$ cat config.mk
export PLATFORM = sky130hd
export DESIGN_NAME = sdram_read_master
export DESIGN_NICKNAME = d
export VERILOG_FILES = /design/src/rtl/sdram_read_master.sv
export SDC_FILE = /design/constraint.sdc
export NUM_CORES = 1
export LEC_CHECK = 0
export ABC_AREA = 1
export BUFFER_PORTS_ARGS = -buffer_cell sky130_fd_sc_hd__buf_2
export CAP_MARGIN = 5
export CORE_MARGIN = 2
export CORE_UTILIZATION = 36
export DETAILED_ROUTE_END_ITERATION = 6
export GPL_TIMING_DRIVEN = 0
export HOLD_SLACK_MARGIN = 0.03
export SLEW_MARGIN = 25
export SYNTH_ARGS = -nofsm -noshare
export SYNTH_HDL_FRONTEND = slang
export SYNTH_SLANG_ARGS = --single-unit
$ cat constraint.sdc
create_clock -name clk -period 3.12 [get_ports clk]
set_clock_uncertainty 0.2 [all_clocks]
set_input_delay 0.468 -clock clk [delete_from_list [all_inputs] [get_ports clk]]
set_output_delay 0.468 -clock clk [all_outputs]
set_load 0.02 [all_outputs]
$ cat src/rtl/sdram_read_master.sv
`default_nettype none
// ============================================================================
// sdram_read_master : credit-limited single-word AXI read issuer with FWFT FIFO
// Rev 1.0
// ============================================================================
module sdram_read_master #(
  parameter int ADDR_WIDTH = 25,
  parameter int DATA_WIDTH = 16,
  parameter int LEN_WIDTH  = 16,
  parameter int FIFO_DEPTH = 4
) (
  input  logic                  clk,
  input  logic                  reset,
  input  logic [ADDR_WIDTH-1:0] cmd_addr,
  input  logic [LEN_WIDTH-1:0]  cmd_len,
  input  logic                  cmd_valid,
  output logic                  cmd_ready,
  output logic [ADDR_WIDTH-1:0] s_axi_araddr,
  output logic                  s_axi_arvalid,
  input  logic                  s_axi_arready,
  input  logic [DATA_WIDTH-1:0] s_axi_rdata,
  input  logic                  s_axi_rvalid,
  output logic                  s_axi_rready,
  output logic [DATA_WIDTH-1:0] out_data,
  output logic                  out_valid,
  input  logic                  out_ready,
  output logic                  out_last,
  output logic                  busy
);

  localparam int PTR_W  = (FIFO_DEPTH > 1) ? $clog2(FIFO_DEPTH) : 1;
  localparam int CNT_W  = PTR_W + 1;
  localparam int USED_W = CNT_W + 1;
  localparam logic [USED_W-1:0] DEPTH_C = USED_W'(FIFO_DEPTH);

  typedef enum logic [1:0] {
    ST_IDLE  = 2'd0,
    ST_RUN   = 2'd1,
    ST_DRAIN = 2'd2
  } state_t;

  state_t                state_q, state_d;
  logic [ADDR_WIDTH-1:0] addr_q, addr_d;
  logic [LEN_WIDTH-1:0]  rem_q, rem_d;
  logic [LEN_WIDTH-1:0]  len_q, len_d;
  logic [LEN_WIDTH-1:0]  out_cnt_q, out_cnt_d;
  logic [CNT_W-1:0]      inflight_q, inflight_d;
  logic [CNT_W-1:0]      count_q, count_d;
  logic [PTR_W-1:0]      wr_ptr_q, wr_ptr_d;
  logic [PTR_W-1:0]      rd_ptr_q, rd_ptr_d;
  logic [DATA_WIDTH-1:0] mem_q [FIFO_DEPTH];

  logic [USED_W-1:0]     used_w;
  logic                  cmd_hs_w;
  logic                  ar_hs_w;
  logic                  r_push_w;
  logic                  out_hs_w;

  // Credits cover both requests in flight and words already buffered, so
  // every returning beat is guaranteed a FIFO slot.
  assign used_w        = {1'b0, inflight_q} + {1'b0, count_q};

  assign cmd_ready     = (state_q == ST_IDLE) && !reset;
  assign s_axi_arvalid = (state_q == ST_RUN) && (rem_q != '0) && (used_w < DEPTH_C);
  assign s_axi_araddr  = addr_q;
  assign s_axi_rready  = !reset;
  assign out_valid     = (count_q != '0);
  assign out_data      = mem_q[rd_ptr_q];
  assign out_last      = out_valid && (out_cnt_q == (len_q - LEN_WIDTH'(1)));
  assign busy          = (state_q != ST_IDLE);

  assign cmd_hs_w      = cmd_valid && cmd_ready;
  assign ar_hs_w       = s_axi_arvalid && s_axi_arready;
  // Beats with nothing outstanding are stray and dropped.
  assign r_push_w      = s_axi_rvalid && s_axi_rready && (inflight_q != '0);
  assign out_hs_w      = out_valid && out_ready;

  always_ff @(posedge clk or posedge reset) begin
    if (reset) begin
      state_q    <= ST_IDLE;
      addr_q     <= '0;
      rem_q      <= '0;
      len_q      <= '0;
      out_cnt_q  <= '0;
      inflight_q <= '0;
      count_q    <= '0;
      wr_ptr_q   <= '0;
      rd_ptr_q   <= '0;
    end else begin
      state_q    <= state_d;
      addr_q     <= addr_d;
      rem_q      <= rem_d;
      len_q      <= len_d;
      out_cnt_q  <= out_cnt_d;
      inflight_q <= inflight_d;
      count_q    <= count_d;
      wr_ptr_q   <= wr_ptr_d;
      rd_ptr_q   <= rd_ptr_d;
    end
  end

  always_ff @(posedge clk) begin
    if (r_push_w) begin
      mem_q[wr_ptr_q] <= s_axi_rdata;
    end
  end

  always_comb begin
    state_d    = state_q;
    addr_d     = addr_q;
    rem_d      = rem_q;
    len_d      = len_q;
    out_cnt_d  = out_cnt_q;
    inflight_d = inflight_q;
    count_d    = count_q;
    wr_ptr_d   = wr_ptr_q;
    rd_ptr_d   = rd_ptr_q;

    case (state_q)
      ST_IDLE: begin
        if (cmd_hs_w && (cmd_len != '0)) begin
          addr_d    = cmd_addr;
          rem_d     = cmd_len;
          len_d     = cmd_len;
          out_cnt_d = '0;
          state_d   = ST_RUN;
        end
      end
      ST_RUN: begin
        if (ar_hs_w && (rem_q == LEN_WIDTH'(1))) begin
          state_d = ST_DRAIN;
        end
      end
      ST_DRAIN: begin
        if (out_hs_w && out_last) begin
          state_d = ST_IDLE;
        end
      end
      default: state_d = ST_IDLE;
    endcase

    if (ar_hs_w) begin
      addr_d = addr_q + ADDR_WIDTH'(1);
      rem_d  = rem_q - LEN_WIDTH'(1);
    end

    case ({ar_hs_w, r_push_w})
      2'b10:   inflight_d = inflight_q + CNT_W'(1);
      2'b01:   inflight_d = inflight_q - CNT_W'(1);
      default: inflight_d = inflight_q;
    endcase

    case ({r_push_w, out_hs_w})
      2'b10:   count_d = count_q + CNT_W'(1);
      2'b01:   count_d = count_q - CNT_W'(1);
      default: count_d = count_q;
    endcase

    if (r_push_w) begin
      wr_ptr_d = wr_ptr_q + PTR_W'(1);
    end
    if (out_hs_w) begin
      rd_ptr_d  = rd_ptr_q + PTR_W'(1);
      out_cnt_d = out_cnt_q + LEN_WIDTH'(1);
    end
  end

endmodule
`default_nettype wire

# == Word level (Yosys, flattened, before mapping) ==
# Memory sizes are Yosys's and may differ from the RTL's.
# Index checks and enable logic that the tools add are counted.
# totals
reg_bits,85
latchBits,0
ram_bits,64
rom_bits,0
inputBits,63
output_inout_bits,47
elab_cells,79
memories,1
# mem_list
memory,depth,width,rd,rd_clocked_by_memory_dff,wr,line,rtl
mem_q,4,16,1,0,1,51,logic [DATA_WIDTH-1:0] mem_q [FIFO_DEPTH];
# classes
add_sub_neg,11
n_mul,0
n_div,0
magnitude_cmp,1
n_eq_ne,11
shift,0
mux,17
n_bitwise,0
n_reduce_logical,29
# ops
op,count
2-to-1 mux 16 bit,6
2-to-1 mux 25 bit,3
nonzero test 16 bit,2
"subtractor 16 x 1 -> 16 bit, second input constant",2
"adder 25 x 1 -> 25 bit, second input constant",1
"adder 16 x 1 -> 16 bit, second input constant",1
"equality test 16 x 1 -> 1 bit, second input constant",1
equality test 16 bit,1
nonzero test 2 bit,7
logical AND 1 bit,12
case mux 3 bit (2 select lines),2
"adder 3 x 1 -> 3 bit, second input constant",2
"equality test 2 x 1 -> 1 bit, second input constant",3
"equality test 2 bit, second input constant",3
2-to-1 mux 2 bit,3
case mux 2 bit (3 select lines),1
AND reduction 2 bit,3
nonzero test 3 bit,2
"subtractor 3 x 1 -> 3 bit, second input constant",2
"adder 2 x 1 -> 2 bit, second input constant",2
adder 3 x 3 -> 4 bit,1
"less-than comparator 4 x 3 -> 1 bit, second input constant",1
"inequality test 2 x 1 -> 1 bit, second input constant",2
AND reduction 3 bit,1
4 further kinds,5

# == Logic depth before layout (Yosys ltp) ==
# depth
word_depth,7
ltp_mapped,14
depth_no_buf,14

# == Worst setup path after synthesis ==
# OpenSTA, ideal clock, no wires.
# synth_path
path_type,input port to flip-flop
start,input reset
end,memory mem_q[0][0] (enable)
setup_ps,389
arrival_time_ps,3877
required_ps,2531
setup_slack_ps,-1345
cell_stages,3
path_buffers,0
path_cell_list,inv_1 o311ai_2 nor2_1
# synth_via
elab_chain_len,5
# synth_rtl
item,line,rtl
"start, declared",13,"input logic reset,"
logical NOT 1 bit (no line),--,
logical AND 1 bit (2 in a row),75,assign r_push_w = s_axi_rvalid && s_axi_rready && (inflight_q != '0);
2-to-1 mux 1 bit,103,if (r_push_w) begin
2-to-1 mux 1 bit (implied by the code),104,mem_q[wr_ptr_q] <= s_axi_rdata;
"end, declared",51,
# No other way between the ends.

# == Final worst setup path ==
# layout_path
start,register len_q[0]
end,output out_last
# layout_via
elab_chain_len,3
# layout_rtl
item,line,rtl
"start, declared",45,"logic [LEN_WIDTH-1:0] len_q, len_d;"
"start signal, assigned",93,len_q <= len_d;
subtractor 16 x 1 -> 16 bit,69,assign out_last = out_valid && (out_cnt_q == (len_q - LEN_WIDTH'(1)));
equality test 16 bit,69,
logical AND 1 bit,69,
"end, declared",27,"output logic out_last,"
# No other way between the ends.

==> results.env <==
SYNTHESIS.NETS=1055
POST_SYNTH.CELL_AREA_AVG_UM2=8.35
YOSYSTOPAREACELL='dfrtp_1'
GP_CONGESTION=0.872
ANT_NETS=0
P_LEAK_uW=0.00457
STARTPOINT='len_q[0]'
REMAINING_DRC_ERRORS=0
SYNTHMOSTINSTANTIATEDCELL='nand2_1'
NUM-FILL-CELLS=2212
WORSTPATHREQUIRED_PS=2450
POST_SYNTH_INSTANCE_AREA_MM2=0.00816
PLACE_WS_PS=80.7
CLOCK_TREE.ROOT_CELL='clkbuf_16'
GRT_PASS1_WL_MM=34.6
FP-ROW-COUNT=55
WORST_PATH_LARGEST_CELL_DELAY_PS=400
FINAL_NETS=1195
TOTAL_WIRE_LENGTH_MM=21.6
POSTPLACECELLAREA_MM2=0.00932
SETUP_VIOL_COUNT_FINAL=0
GROUTE.USAGE.OVERALL=0.185
WORSTPATHCELLLIST='inv_1, ha_2, xor2_1, nand3_1, a21oi_2, nand4_1, nand3b_1, nor3_2, buf_4'
POST_LAYOUT_NONFILLER_INSTANCES=1415
HOLD_PATH.CLASS='in2reg'
FINAL_CRITICAL_PATH_SETUP_SLACK_PS=108
ROUTEDWLPERCELL_UM=15.3
CLKSLEWWORSTSETUPHOLDPATHS_PS=80
YOSYS.CELL_TYPES.COUNT=46
FIRST_GLOBAL_VIAS=6610
END_KIND='output port'
CAP_VIOLATIONS=0
MAX_SLEW.WORST_PIN.SLEW_PS=600
REGTOREGSTARTPOINT='rem_q[0]'
CLK_PATH_BUF_DEPTH=2
DIODES=0
WORST-PATH-MAX-FANOUT=4
YOSYS-TOP-CELLS-COUNT='254 x nand2_1, 116 x nor2_1, 109 x inv_1'
MAXSLEWVIOLCOUNT=0
ROUTED-VIA-COUNT=6960
YOSYSWARNINGCOUNT=0
SYNTHESIS.INSTANCES=977
FINAL_AREA_MM2=0.0100
ROUTED_VIA_DENSITY=4.92
MIN-DELAY-START='s_axi_rdata[2]'
GRT.OVERFLOW.TOTAL=0
CORE_AREA_MM2=0.0224
ANTENNA_FOUND_INITIAL=0
CRITPATHSLOWESTCELL='dfrtp_1'
VIOLATION_COUNT_AFTER_THE_FIRST_DETAILED_ROUTE_ITERATION=404
SLEW_HEADROOM=0.599
FINALHOLDVIOLATIONS=0
SEQCELLAREA_MM2=0.00405
DIE-WIDTH_UM=155
POST_ROUTE_CELLS_DRIVE_ABOVE_1_SHARE=0.197
WORSTPATHARRIVAL_PS=2340
CELLPOWERDENSITY_mW_PER_MM2=961
CLOCK_INSERTION_DELAY_WORST_SKEW_PS=420
PLACE.DETAILED.HPWL_MM=16.3
POST_SYNTH_MAIN_AREA_CONTRIBUTORS='dfrtp_1 26%, edfxtp_1 24%, nand2_1 12%, nor2_1 5.3%, inv_1 5.0%'
HTREE_LEVELS=4
TIMING_WORST_SETUP_PATH_TYPE='reg2out'
SYNTH_SEQUENTIAL_AREA_RATIO=0.496
MULTIINPUTGATEAREA_MM2=0.00366
DIE_HEIGHT_UM=155
GRT_SETUP_UNREPAIRED='yes'
PLACE_INST=1378
CRIT_SHARE_POST_ROUTE=0.965
SYNTH-MAIN-FF-CELL='dfrtp_1'
SYNTH_ENABLE_FLOP_CELLS=64
WORSTHOLDPATHCELLS=1
SYNTH_TOP_AREA_SHARE=0.261
YS_FF_LATCH=149
ACHIEVABLE-FREQUENCY_MHz=332
PERIOD_MINUS_SLACK_PS=3010
SETUP-TNS-FINAL_PS=0
NUMBER_OF_BUFFERS_ADDED_BY_THE_CLOCK_TREE_SYNTHESIS_STEP=17
DIE-AREA_MM2=0.0239
FINALPOWER_uW=9620
ELEMENT_TYPE_AT_THE_CRITICAL_PATH_START='flip-flop'
FIRST_PASS_ITERS=5
CTS_TREE='done'
RR_WORST_DEPTH=13
CTS_NUM_SINKS=149
IO_PINS=110
SYNTH-ASYNC-RESET-RATIO=0.570
PORT-BUFFER-COUNT=109
RUN_STATUS='completed'
FLOORPLAN.INITIALDENSITY=0.364
AREA.GROWTH.SYNTH_TO_FINAL_PCT=22.8
MAXIMUM_NUMBER_OF_PINS_ON_ONE_NET_BEFORE_GLOBAL_ROUTE_REPAIR=31
PEAKVDDDROP_mV=0.434
[routing by layer]
layer / GRT usage / up-vias / part of all wire
met4: 0.0635 / 0 / 0.021
met3: 0.0381 / 31 / 0.056
met5: 0 / - / 0
met2: 0.298 / 207 / 0.46
li1: - / 3490 / -
met1: 0.249 / 3232 / 0.46
[logic make-up after synthesis]
| family | Yosys count | synth area share |
|---|---|---|
| flip-flops | 149 | 0.496 |
| AND/OR/NAND/NOR | 484 | 0.253 |
| XOR/XNOR | 54 | 0.0580 |
| multiplexers | 1 | 0.00123 |
| buffers and inverters | 141 | 0.0718 |
| adder cells (fa/ha/maj) | 15 | 0.0249 |
| AO/OA/AOI/OAI | 133 | 0.0944 |
[layout make-up]
class,count,share of cell area
buffer,28,0.0205
clock buffer,17,0.0425
clock inverter,15,0.0181
inverter,113,0.0430
multi-input combinational,687,0.366
sequential,149,0.404
tap,285,0.0356
timing repair buffer,121,0.0699
[registers in the layout, summed over array words and instances (netlist names), 3 cells and up]
name and count:
inflight_q 3, len_q 16, mem_q 64, s_axi_araddr 25, rem_q 16, out_cnt_q 16
count_q 3
[where the power goes]
part,internal [µW],switching (µW)
registers,2630,642
logic,1520,2730
clock network,1100,991
[metrics by stage]
step / hold WS, ps / utilization
after floorplan: 242 / -
after global placement: 265 / 0.410
after detailed placement: 249 / 0.416
after CTS: 35.3 / 0.444
after global routing: 42.6 / 0.446
final: 51.8 / 0.446
[layout by cell type (no fill, tap or decap), types with 12 or more instances in the layout]
master / count
o22ai_1: 18
buf_2: 108
nor2_1: 107
a21oi_1: 12
o21ai_1: 24
buf_6: 12
inv_1: 106
nand2_1: 244
xnor2_1: 16
xor2_1: 38
nand4_1: 19
edfxtp_1: 64
nor3_1: 14
clkbuf_16: 17
dfrtp_1: 85
nand3_1: 51
o21ai_0: 53
[worst paths after layout]
path,end,slack (ps)
hold reg to reg,rem_q[11],280
min in group asynchronous,out_cnt_q[6],460
setup reg to reg,inflight_q[2],240
setup / recovery,out_last,110
hold / removal,mem_q[3][2],50
max in group asynchronous,rd_ptr_q[0],1390
[worst max-delay path: cells and delay by family, from the launching register on]
| family | cells | cell delay [ps] |
|---|---|---|
| AOI/OAI and AO/OA | 1 | 170 |
| xor gates and xnor gates | 1 | 140 |
| adders and majority gates | 1 | 320 |
| buffers and inverters | 2 | 260 |
| DFF | 1 | 400 |
| and+or+nand+nor | 4 | 610 |
[what timing repair did]
action                                  4_1_cts  5_1_grt
hold endpoints to repair                      9        0
resized for setup                             2       10
pin swaps                                     0        2
endpoints found under the setup margin        1        2
hold buffers                                  2        0
setup buffers                                 0        3
Power figures use the tool's default switching activity.
